--- config.mk ---
export PLATFORM = sky130hd
export DESIGN_NAME = tdm_demux2
export DESIGN_NICKNAME = d
export VERILOG_FILES = /design/src/rtl/tdm_demux2.sv
export SDC_FILE = /design/constraint.sdc
export NUM_CORES = 1
export LEC_CHECK = 0
export ABC_AREA = 1
export BUFFER_PORTS_ARGS = -buffer_cell sky130_fd_sc_hd__buf_2
export CAP_MARGIN = 20
export CORE_AREA = 8 8 93 95
export DETAILED_ROUTE_END_ITERATION = 6
export DIE_AREA = 0 0 101 103
export SETUP_SLACK_MARGIN = 0.02
export SYNTH_ARGS = -nofsm -noshare
export SYNTH_HDL_FRONTEND = slang
export SYNTH_SLANG_ARGS = --single-unit
--- constraint.sdc ---
create_clock -name clk -period 2.6 [get_ports clk]
set_input_delay 0 -clock clk [delete_from_list [all_inputs] [get_ports clk]]
set_output_delay 0 -clock clk [all_outputs]
set_load 0.01 [all_outputs]
--- src/rtl/tdm_demux2.sv ---
// Two-channel TDM demux: rebuilds interleaved A/B serial bits into a WIDTH-bit word pair.
// out_valid rises on the edge sampling the B LSB; a held pair that is not consumed causes later frames to be dropped (overrun).
module tdm_demux2 #(
    parameter int WIDTH = 8
) (
    input  logic             clk,
    input  logic             rst,
    input  logic             din,
    input  logic             sync,
    input  logic             out_ready,
    output logic [WIDTH-1:0] a_out,
    output logic [WIDTH-1:0] b_out,
    output logic             out_valid,
    output logic             frame_err,
    output logic             overrun
);
    localparam int CW = $clog2(2 * WIDTH);
    localparam logic [CW-1:0] LAST = CW'(2 * WIDTH - 1);

    typedef enum logic {IDLE, RECV} state_t;

    state_t           state;
    logic [CW-1:0]    cnt;
    logic [WIDTH-1:0] a_sh;
    logic [WIDTH-1:0] b_sh;
    logic             out_free;

    assign out_free = !out_valid || out_ready;

    always_ff @(posedge clk or posedge rst) begin
        if (rst) begin
            state     <= IDLE;
            cnt       <= '0;
            a_sh      <= '0;
            b_sh      <= '0;
            a_out     <= '0;
            b_out     <= '0;
            out_valid <= 1'b0;
            frame_err <= 1'b0;
            overrun   <= 1'b0;
        end else begin
            frame_err <= 1'b0;
            overrun   <= 1'b0;
            if (out_valid && out_ready)
                out_valid <= 1'b0;
            case (state)
                IDLE: begin
                    if (sync) begin
                        a_sh  <= {{(WIDTH-1){1'b0}}, din};
                        b_sh  <= '0;
                        cnt   <= CW'(1);
                        state <= RECV;
                    end
                end
                RECV: begin
                    if (sync) begin
                        // Resynchronise: this bit starts a fresh frame, partial one is lost.
                        frame_err <= 1'b1;
                        a_sh      <= {{(WIDTH-1){1'b0}}, din};
                        b_sh      <= '0;
                        cnt       <= CW'(1);
                    end else if (cnt == LAST) begin
                        state <= IDLE;
                        cnt   <= '0;
                        if (out_free) begin
                            a_out     <= a_sh;
                            b_out     <= {b_sh[WIDTH-2:0], din};
                            out_valid <= 1'b1;
                        end else begin
                            overrun <= 1'b1;
                        end
                    end else begin
                        if (cnt[0])
                            b_sh <= {b_sh[WIDTH-2:0], din};
                        else
                            a_sh <= {a_sh[WIDTH-2:0], din};
                        cnt <= cnt + CW'(1);
                    end
                end
                default: state <= IDLE;
            endcase
        end
    end
endmodule
==> results of run 1 <==
## cell families after synthesis
group | Yosys count
DFF | 39
adders and majority gates | 1
buffers and inverters | 21
AOI/OAI and AO/OA | 1
and+or+nand+nor | 132
## worst max-delay path, cell delays in order (launching register included)
cell and delay [ns]:
sky130_fd_sc_hd__dfrtp_1 0.56, sky130_fd_sc_hd__ha_1 0.32, sky130_fd_sc_hd__nand3_4 0.14, sky130_fd_sc_hd__nor2_8 0.25
sky130_fd_sc_hd__nand2_4 0.18, sky130_fd_sc_hd__nand2_1 0.10, sky130_fd_sc_hd__nand2_1 0.05
## per-stage QoR
step	std cells	total power, mW
global route	322	1.27
floorplan	194	0.698
detailed placement	311	0.721
global placement	311	0.719
CTS	322	1.23
finish	322	1.21
## sequential cells by signal, summed over array words and instances, names as in the netlist
register and cells:
cnt 4, a_sh 8, frame_err 1, state 1, a_out 8, out_valid 1, overrun 1, b_sh 7
b_out 8
## per-layer routing
metal  wire length (um)  part of all wire  global-route usage
met1               1680              0.48              0.0870
met2               1490              0.43               0.123
met4                111             0.032              0.0504
met3                196             0.056              0.0270
met5                  0                 0                   0
## repair_timing
action	CTS	global route
gates resized for setup	0	0
hold buffers	3	0
endpoints found under the hold margin	41	0
## layout by cell type, fill, tap and decap left out, drive strengths merged, types with 2 or more instances in the layout
cell type	count
nand2	73
dfrtp	39
clkinv	2
inv	15
clkbuf	5
buf	24
nand3	45
dlygate4sd3	3
nor2	13
## power by group
| group | total, mW | internal [mW] | switching (mW) |
|---|---|---|---|
| Combinational | 0.0708 | 0.0234 | 0.0475 |
| Clock | 0.503 | 0.286 | 0.218 |
| Sequential | 0.640 | 0.622 | 0.0179 |
| Total | 1.21 | 0.931 | 0.283 |
## synth_stat cells (2+ instances only)
cell type,count
sky130_fd_sc_hd__buf_2,2
sky130_fd_sc_hd__clkbuf_1,2
sky130_fd_sc_hd__dfrtp_1,39
sky130_fd_sc_hd__inv_1,11
sky130_fd_sc_hd__inv_2,4
sky130_fd_sc_hd__nand2_1,71
sky130_fd_sc_hd__nand2_4,2
sky130_fd_sc_hd__nand3_1,43
sky130_fd_sc_hd__nor2_1,12
## area by class of cell
type                    count  area (um2)
multi-input cells         134         621
flip-flops and latches     39         976
clock inverters             3        43.8
clock buffers               5        68.8
inverters                  15        56.3
repair buffers             27         153
well taps                  99         124
fillers                   798        5090
## final timing paths
| kind | from | to | slack, ns | cells past startpoint |
|---|---|---|---|---|
| setup reg to reg | cnt[0] | b_out[3] | 0.88 | 6 |
| setup / recovery | cnt[0] | b_out[3] | 0.88 | 6 |
| max in group asynchronous | rst | b_out[2] | 1.89 | 4 |
| hold reg to reg | b_out[2] | b_out[2] | 0.47 | 2 |
| hold / removal | rst | overrun | 0.37 | 4 |
| min in group clk | out_ready | overrun | 0.42 | 4 |
==> insert_results.sql, run 1 <==
INSERT INTO impl_metrics (metric_group, metric, value, unit) VALUES
('outcome', 'status', 'finished, final reports clean', ''),
('grt', 'grt_pass1_wl', '6300', 'um'),
('timing', 'maxClockFrequency', '582', 'MHz'),
('routing', 'drt-initial-drc-count', '95', ''),
('finish', 'nNetsFinal', '228', ''),
('floorplanning', 'initial_core_util', '0.237', ''),
('floorplanning', 'die_area', '10400', 'um2'),
('run', 'cap_viol_max_count', '0', ''),
('finish', 'finalInstanceArea', '2040', 'um2'),
('clock_tree', 'clock_tree.buffer_depth', '2', ''),
('clock_tree', 'clock_tree_from_tritoncts', 'built', ''),
('synth', 'synth-main-ff-cell', 'sky130_fd_sc_hd__dfrtp_1', ''),
('clock_tree', 'clkTransAtPathRegs', '0.08', 'ns'),
('worst_setup_path', 'worstPathMaxFanout', '18', ''),
('power', 'power.static_leakage', '1.15', 'nW'),
('timing', 'final_hold_viol_count', '0', ''),
('timing', 'finalHoldWorstSlack', '0.365', 'ns'),
('timing', 'worst_clk_skew', '0.00811', 'ns'),
('power', 'power_density', '595', 'nW/um2'),
('grt', 'grt_antenna_before_repair', '0', ''),
('placed_design', 'numPortBuffers', '23', ''),
('clock_tree', 'cts_made_buffers', '5', ''),
('synth', 'synth_area', '1690', 'um2'),
('grt', 'global_route.usage.total', '0.0773', ''),
('power', 'ir_drop', '0.000279', 'V'),
('synth', 'synth_top_family_by_area', 'simple AND/OR/NAND/NOR gates', ''),
('routing', 'viasPerCell', '4.10', ''),
('hold_path', 'worst_min_delay_path_class', 'in2async', ''),
('clock_tree', 'tritoncts_num_sinks', '39', ''),
('synth', 'postSynthRegisterBits', '39', ''),
('placed_design', 'detailed_place.area', '1900', 'um2'),
('floorplanning', 'chipHeight', '103', 'um'),
('worst_setup_path', 'data_arrival_time_at_the_worst_slack_endpoint', '1.90', 'ns'),
('synth', 'multiplexer_area_fraction_after_synthesis', '0', ''),
('synth', 'post_synth_and_or_nand_nor_area_fraction', '0.357', ''),
('timing', 'relSlewSlack', '0.567', ''),
('synth', 'synth-compound-area-share', '0.00296', ''),
('finish', 'insertedDiodeCount', '0', ''),
('worst_setup_path', 'timing_worst_setup_path_type', 'reg2reg', ''),
('timing', 'worst-slew-pin-transition', '0.648', 'ns'),
('clock_tree', 'insertion_delay', '0.29', 'ns'),
('worst_setup_path', 'critical_path.startpoint_type', 'flop', ''),
('worst_setup_path', 'cp.required', '2.78', 'ns'),
('synth', 'postSynth.asyncResetShare', '1.00', ''),
('routing', 'drc', '0', ''),
('placed_design', 'detailed_place_hpwl', '2440', 'um'),
('finish', 'drive_gt1_frac', '0.184', ''),
('floorplanning', 'ios', '24', ''),
('floorplanning', 'die_width', '101', 'um'),
('routing', 'drt_first_pass_iters', '4', ''),
('synth', 'synth_sequential_area_ratio', '0.578', ''),
('routing', 'drt.antenna.violating_nets', '0', ''),
('floorplanning', 'core_area', '7140', 'um2'),
('timing', 'final_min_period_over_clock_period', '0.661', ''),
('synth', 'synth-adder-area-share', '0.00741', ''),
('synth', 'synthesized_area_fraction_occupied_by_xor_and_xnor_cells', '0', ''),
('finish', 'area_growth_syn_to_layout', '20.9', '%'),
('timing', 'slew_viol_final', '0', ''),
('timing', 'final_period_minus_worst_setup_slack', '1.72', 'ns'),
('routing', 'drt-total-wl', '3480', 'um'),
('finish', 'layout.core_utilization', '0.286', ''),
('synth', 'count_of_distinct_cell_types_in_the_synthesized_netlist', '17', ''),
('synth', 'netlist.area_leader.share', '0.578', ''),
('grt', 'global_route.overflow_total', '0', ''),
('floorplanning', 'rows', '31', ''),
('grt', 'grt_start_max_net_pins', '40', ''),
('synth', 'synth_area_leader_cell', 'sky130_fd_sc_hd__dfrtp_1', ''),
('synth', 'syn-num-nets', '200', ''),
('clock_tree', 'cts_setup_buffers', '0', ''),
('timing', 'postLayoutSetupSlackWorst', '0.881', 'ns'),
('grt', 'first_global_vias', '1344', '');
Power figures use the tool's default switching activity.
==> run 2, diff against run 1 <==
- clock period: 2.6 -> 1.5 ns (I/O delays scaled with it)
==> run 2 against run 1 <==
  * First-iteration DRC count rose by 73%
  * Sequential share of layout area fell by 0.92 points
  * Flip-flop and latch count did not move
  * Via count rose by 1.5%
  * Core utilization rose by 0.56 points
  * Critical endpoint is now b_out[0]
==> insert_results.sql, run 2 (synthesized netlist as in run 1, its figures left out) <==
INSERT INTO impl_metrics (metric_group, metric, value, unit) VALUES
('outcome', 'status', 'finished, final reports clean', ''),
('finish', 'finalInstanceArea', '2080', 'um2'),
('routing', 'drt.antenna.violating_nets', '0', ''),
('finish', 'combined_flip_flop_and_latch_cell_area', '976', 'um2'),
('floorplanning', 'die_width', '101', 'um'),
('routing', 'drt-initial-drc-count', '164', ''),
('finish', 'drive_gt1_frac', '0.206', ''),
('timing', 'maxClockFrequency', '749', 'MHz'),
('timing', 'final_hold_viol_count', '0', ''),
('clock_tree', 'insertion_delay', '0.30', 'ns'),
('placed_design', 'detailed_place_hpwl', '2480', 'um'),
('worst_setup_path', 'critical_path_launch_point', 'cnt[1]', ''),
('clock_tree', 'clock_tree_from_tritoncts', 'built', ''),
('timing', 'relSlewSlack', '0.669', ''),
('routing', 'drt-total-wl', '3530', 'um'),
('floorplanning', 'die_area', '10400', 'um2'),
('grt', 'grt_start_max_net_pins', '40', ''),
('worst_setup_path', 'worstPathMaxFanout', '10', ''),
('timing', 'slew_viol_final', '0', ''),
('worst_setup_path', 'timing.critical_path.to_type', 'flop', ''),
('clock_tree', 'clock_tree.buffer_depth', '2', ''),
('routing', 'drc', '0', ''),
('finish', 'layout.cells.most_common', 'sky130_fd_sc_hd__nand2_1', ''),
('power', 'power.static_leakage', '1.17', 'nW'),
('placed_design', 'detailed_place.area', '1940', 'um2'),
('power', 'finalPower', '2.13', 'mW'),
('floorplanning', 'initial_core_util', '0.237', ''),
('grt', 'global_route.usage.total', '0.0734', ''),
('timing', 'timing.final.setup_violations', '0', ''),
('timing', 'setup_repair_after_global_routing_missed_its_margin', 'no', ''),
('run', 'cap_viol_max_count', '0', ''),
('routing', 'viasPerCell', '4.09', ''),
('floorplanning', 'chipHeight', '103', 'um'),
('finish', 'largest_registers', 'a_out x8, a_sh x8, b_out x8', ''),
('worst_setup_path', 'data_arrival_time_at_the_worst_slack_endpoint', '1.58', 'ns'),
('worst_setup_path', 'r2r_cells', '6', ''),
('finish', 'insertedDiodeCount', '0', ''),
('placed_design', 'numPortBuffers', '23', ''),
('floorplanning', 'rows', '31', ''),
('worst_setup_path', 'r2r_end', 'b_out[0]', ''),
('finish', 'area_growth_syn_to_layout', '23.3', '%'),
('worst_setup_path', 'timing.rr.start', 'cnt[1]', ''),
('worst_setup_path', 'timing.critical_path.to', 'b_out[0]', ''),
('power', 'ir_drop', '0.000319', 'V'),
('routing', 'vias', '1339', ''),
('finish', 'nNetsFinal', '233', ''),
('worst_setup_path', 'critical_path.startpoint_type', 'flop', ''),
('routing', 'post_drt_wl_per_cell', '10.8', 'um'),
('clock_tree', 'clockRootBuffer', 'sky130_fd_sc_hd__clkbuf_8', ''),
('clock_tree', 'cts_made_buffers', '5', ''),
('timing', 'setup_tns_final', '0', 'ns'),
('floorplanning', 'ios', '24', ''),
('timing', 'final_period_minus_worst_setup_slack', '1.34', 'ns'),
('power', 'power_density', '1020', 'nW/um2'),
('clock_tree', 'clkTransAtPathRegs', '0.08', 'ns'),
('finish', 'final_cell_mix', 'sky130_fd_sc_hd__nand2_1, sky130_fd_sc_hd__nand3_1, sky130_fd_sc_hd__dfrtp_1, sky130_fd_sc_hd__buf_2, sky130_fd_sc_hd__nor2_1', ''),
('grt', 'grt_antenna_before_repair', '0', ''),
('grt', 'grt_pass1_wl', '6070', 'um'),
('worst_setup_path', 'ff2ff_setup_slack', '0.16', 'ns'),
('placed_design', 'gp_congestion', '0.768', ''),
('clock_tree', 'tritoncts_num_sinks', '39', ''),
('clock_tree', 'htree_num_levels', '2', ''),
('finish', 'final.fill_count', '786', ''),
('floorplanning', 'core_area', '7140', 'um2'),
('grt', 'global_route.overflow_total', '0', ''),
('timing', 'final_min_period_over_clock_period', '0.890', ''),
('timing', 'worst_clk_skew', '0.00670', 'ns'),
('timing', 'worst-slew-pin-transition', '0.496', 'ns'),
('finish', 'multi_input_area', '623', 'um2'),
('finish', 'layout.core_utilization', '0.292', ''),
('hold_path', 'worst_min_delay_path_class', 'in2reg', ''),
('routing', 'drt_first_pass_iters', '4', ''),
('worst_setup_path', 'cp.required', '1.74', 'ns'),
('grt', 'first_global_vias', '1247', ''),
('worst_setup_path', 'timing_worst_setup_path_type', 'reg2reg', '');
-- run 2: cell count changes in the layout (fill, tap and decap cells not counted) --
| cell | change |
|---|---|
| sky130_fd_sc_hd__ha_2 | +1 |
| sky130_fd_sc_hd__buf_4 | +5 |
| sky130_fd_sc_hd__ha_1 | -1 |
-- run 2: stage by stage --
step,instances,worst slack [ns],hold slack (ns)
floorplan,194,0.210,0.0997
global placement,316,0.168,0.141
detailed placement,316,0.131,0.145
CTS,327,0.112,0.245
global route,327,0.0479,0.291
finish,327,0.165,0.239
-- run 2: repair_timing --
item	4_1_cts	5_1_grt
buffers inserted	0	0
hold buffers	3	0
endpoints found under the hold margin	42	0
endpoints found under the setup margin	0	2
resized for setup	0	1
-- run 2: final cells by class --
class                           instances  share of cell area
Timing Repair Buffer                   32              0.0913
Multi-Input combinational cell        134               0.299
Clock buffer                            5              0.0331
Clock inverter                          3              0.0210
Tap cell                               99              0.0595
Inverter                               15              0.0270
Sequential cell                        39               0.469
-- run 2: worst min path at each step --
stage,start,to,slack [ns],depth (start not counted)
6_report,out_ready,a_out[6],0.24,5
5_1_grt,out_ready,a_out[7],0.29,5
4_1_cts,out_ready,a_out[6],0.24,5
3_5_place_dp,rst,a_out[7],0.15,3
3_3_place_gp,rst,out_valid,0.14,3
2_1_floorplan,sync,frame_err,0.1,2
-- run 2: per-layer routing --
layer  GRT usage  vias up  part of all wire
met1      0.0953      621              0.48
met5           0        -                 0
met2       0.106       30              0.43
met4      0.0378        0             0.021
met3      0.0236        5             0.063
li1            -      683                 -
-- run 2: worst max-delay path, cell delays in order, from the launching register on --
cell and delay, ns:
sky130_fd_sc_hd__dfrtp_1 0.38, sky130_fd_sc_hd__ha_2 0.23, sky130_fd_sc_hd__nand3_4 0.12, sky130_fd_sc_hd__nor2_8 0.18, sky130_fd_sc_hd__buf_4 0.19, sky130_fd_sc_hd__nand3_1 0.10, sky130_fd_sc_hd__nand2_1 0.07
-- run 2: report_power, final --
part / internal, mW / switching [mW]
Combinational: 0.0477 / 0.0895
Clock: 0.495 / 0.392
Sequential: 1.08 / 0.0249
Total: 1.62 / 0.507
==> run 3, diff against run 2 <==
--- a/config.mk
+++ b/config.mk
@@ -8,3 +8,2 @@
 export ABC_AREA = 1
-export BUFFER_PORTS_ARGS = -buffer_cell sky130_fd_sc_hd__buf_2
 export CAP_MARGIN = 20
@@ -13,2 +12,3 @@
 export DIE_AREA = 0 0 101 103
+export DONT_BUFFER_PORTS = 1
 export SETUP_SLACK_MARGIN = 0.02
==> constraint.sdc (replaced) <==
create_clock -name clk -period 1.25 [get_ports clk]
set_input_delay 0.25 -clock clk [delete_from_list [all_inputs] [get_ports clk]]
set_output_delay 0.25 -clock clk [all_outputs]
set_load 0.01 [all_outputs]
==> run 3 against run 2 <==
  * Critical path depth unchanged
  * Sequential power up 21%
  * Flip-flop and latch count unchanged
  * First-iteration DRC count down 41%
  * Worst hold slack worse by 0.18 ns
  * Combinational power up 26%
  * Via count down 3.7%
  * Sequential share of layout area about the same
  * Critical endpoint is now a_out[0]
  * Largest cell class unchanged
==> insert_results.sql, run 3 (synthesized netlist as in run 1, its figures left out) <==
INSERT INTO impl_metrics (metric_group, metric, value, unit) VALUES
('outcome', 'status', 'finished, final reports clean', ''),
('routing', 'routed-wl-met2', '1690', 'um'),
('grt', 'grt_antenna_before_repair', '0', ''),
('floorplanning', 'rows', '31', ''),
('power', 'ir_drop', '0.000462', 'V'),
('finish', 'layout.cells.most_common', 'sky130_fd_sc_hd__nand2_1', ''),
('worst_setup_path', 'timing_worst_setup_path_type', 'reg2reg', ''),
('worst_setup_path', 'r2r_cells', '6', ''),
('timing', 'maxClockFrequency', '826', 'MHz'),
('floorplanning', 'ios', '24', ''),
('clock_tree', 'clockRootBuffer', 'sky130_fd_sc_hd__clkbuf_8', ''),
('routing', 'drc', '0', ''),
('grt', 'global_route.usage.total', '0.0741', ''),
('worst_setup_path', 'timing.critical_path.to', 'a_out[0]', ''),
('worst_setup_path', 'critical_path.startpoint_type', 'flop', ''),
('power', 'finalPower', '2.73', 'mW'),
('finish', 'insertedDiodeCount', '0', ''),
('timing', 'final_min_period_over_clock_period', '0.969', ''),
('routing', 'drt.antenna.violating_nets', '0', ''),
('finish', 'area_growth_syn_to_layout', '23.4', '%'),
('finish', 'final_cell_mix', 'sky130_fd_sc_hd__nand2_1, sky130_fd_sc_hd__nand3_1, sky130_fd_sc_hd__dfrtp_1, sky130_fd_sc_hd__nor2_1, sky130_fd_sc_hd__inv_1', ''),
('power', 'power.static_leakage', '1.11', 'nW'),
('grt', 'grt_pass1_wl', '5980', 'um'),
('timing', 'postLayoutSetupSlackWorst', '0.0389', 'ns'),
('clock_tree', 'cts_made_buffers', '5', ''),
('run', 'cap_viol_max_count', '0', ''),
('clock_tree', 'htree_num_levels', '2', ''),
('clock_tree', 'clkTransAtPathRegs', '0.07', 'ns'),
('worst_setup_path', 'critical_path_launch_point', 'cnt[0]', ''),
('floorplanning', 'initial_core_util', '0.237', ''),
('timing', 'timing.final.setup_violations', '0', ''),
('routing', 'vias', '1290', ''),
('timing', 'final_hold_viol_count', '0', ''),
('worst_setup_path', 'r2r_end', 'a_out[0]', ''),
('timing', 'setup_tns_final', '0', 'ns'),
('timing', 'slew_viol_final', '0', ''),
('worst_setup_path', 'worstPathMaxFanout', '16', ''),
('routing', 'viasPerCell', '4.17', ''),
('placed_design', 'detailed_place_hpwl', '2500', 'um'),
('clock_tree', 'clock_tree.buffer_depth', '2', ''),
('timing', 'setup_repair_after_global_routing_missed_its_margin', 'yes', ''),
('placed_design', 'gp_congestion', '0.791', ''),
('routing', 'drt-total-wl', '3480', 'um'),
('finish', 'nNetsFinal', '215', ''),
('worst_setup_path', 'ff2ff_setup_slack', '0.04', 'ns'),
('finish', 'final.fill_count', '762', ''),
('placed_design', 'dp_worst_setup_slack', '-0.0162', 'ns'),
('timing', 'worst_clk_skew', '0.00338', 'ns'),
('finish', 'largest_registers', 'a_out x8, a_sh x8, b_out x8', ''),
('finish', 'layout.core_utilization', '0.292', ''),
('worst_setup_path', 'cp.required', '1.43', 'ns'),
('clock_tree', 'clock_tree_from_tritoncts', 'built', ''),
('routing', 'drt_first_pass_iters', '4', ''),
('routing', 'drt-initial-drc-count', '97', ''),
('grt', 'first_global_vias', '1295', ''),
('routing', 'met3WireLength', '223', 'um'),
('grt', 'grt_start_max_net_pins', '40', ''),
('hold_path', 'worst_min_delay_path_class', 'in2reg', ''),
('finish', 'stdcell_count', '309', ''),
('floorplanning', 'die_area', '10400', 'um2'),
('worst_setup_path', 'data_arrival_time_at_the_worst_slack_endpoint', '1.40', 'ns'),
('floorplanning', 'core_area', '7140', 'um2'),
('clock_tree', 'insertion_delay', '0.29', 'ns'),
('grt', 'global_route.overflow_total', '0', ''),
('timing', 'final_period_minus_worst_setup_slack', '1.21', 'ns'),
('clock_tree', 'tritoncts_num_sinks', '39', ''),
('routing', 'post_drt_wl_per_cell', '11.3', 'um'),
('floorplanning', 'die_width', '101', 'um'),
('timing', 'worst-slew-pin-transition', '0.299', 'ns'),
('finish', 'drive_gt1_frac', '0.162', ''),
('worst_setup_path', 'timing.rr.start', 'cnt[0]', ''),
('routing', 'topRoutingLayerUsed', 'met4', ''),
('power', 'power_density', '1310', 'nW/um2'),
('placed_design', 'detailed_place.area', '1900', 'um2'),
('worst_setup_path', 'timing.critical_path.to_type', 'flop', ''),
('placed_design', 'dp_cells', '300', ''),
('timing', 'relSlewSlack', '0.800', ''),
('timing', 'finalHoldWorstSlack', '0.0563', 'ns'),
('placed_design', 'numPortBuffers', '0', ''),
('routing', 'met1Wirelength', '1480', 'um'),
('floorplanning', 'chipHeight', '103', 'um'),
('finish', 'finalInstanceArea', '2080', 'um2');
## run 3: changes by cell type in the layout (fill, tap and decap cells not counted), sizes merged
| cell | delta |
|---|---|
| bufinv | +1 |
| clkbuf | +1 |
| buf | -16 |
| dlygate4sd3 | -2 |
| clkinv | -2 |
## run 3: layout make-up
type	count	area, um2	share of cell area
clock buffers	6	72.6	0.0348
clock inverters	2	60.1	0.0288
inverters	15	56.3	0.0270
multi-input cells	134	667	0.320
flip-flops and latches	39	977	0.469
well taps	99	124	0.0594
repair buffers	14	128	0.0612
## run 3: how the worst min path moves through the flow
stage / endpoint / cells past startpoint / slack, ns / from
global placement: overrun / 2 / 0.22 / rst
finish: frame_err / 2 / 0.06 / sync
floorplan: frame_err / 2 / 0.35 / sync
CTS: frame_err / 2 / 0.05 / sync
detailed placement: overrun / 2 / 0.22 / rst
global route: frame_err / 2 / 0.06 / sync
## run 3: what timing repair did
item | 4_1_cts | 5_1_grt
setup buffers | 0 | 0
endpoints found under the hold margin | 39 | 0
hold buffers | 1 | 0
endpoints found under the setup margin | 17 | 33
resized for setup | 4 | 5
## run 3: critical path: stages (launching register included)
cell and delay [ns]:
sky130_fd_sc_hd__dfrtp_1 0.39, sky130_fd_sc_hd__ha_4 0.17, sky130_fd_sc_hd__nand3_4 0.12, sky130_fd_sc_hd__nor2_8 0.17, sky130_fd_sc_hd__nand2_8 0.11, sky130_fd_sc_hd__nand2_1 0.09, sky130_fd_sc_hd__nand2_1 0.05
## run 3: per-layer routing
metal	vias up	GRT usage
li1	644	-
met1	610	0.0818
met2	31	0.119
met3	5	0.0257
met4	0	0.0493
met5	-	0
## run 3: power breakdown
group	internal (mW)	total, mW	switching [mW]
Combinational	0.0675	0.172	0.105
Sequential	1.29	1.33	0.0354
Clock	0.798	1.23	0.435
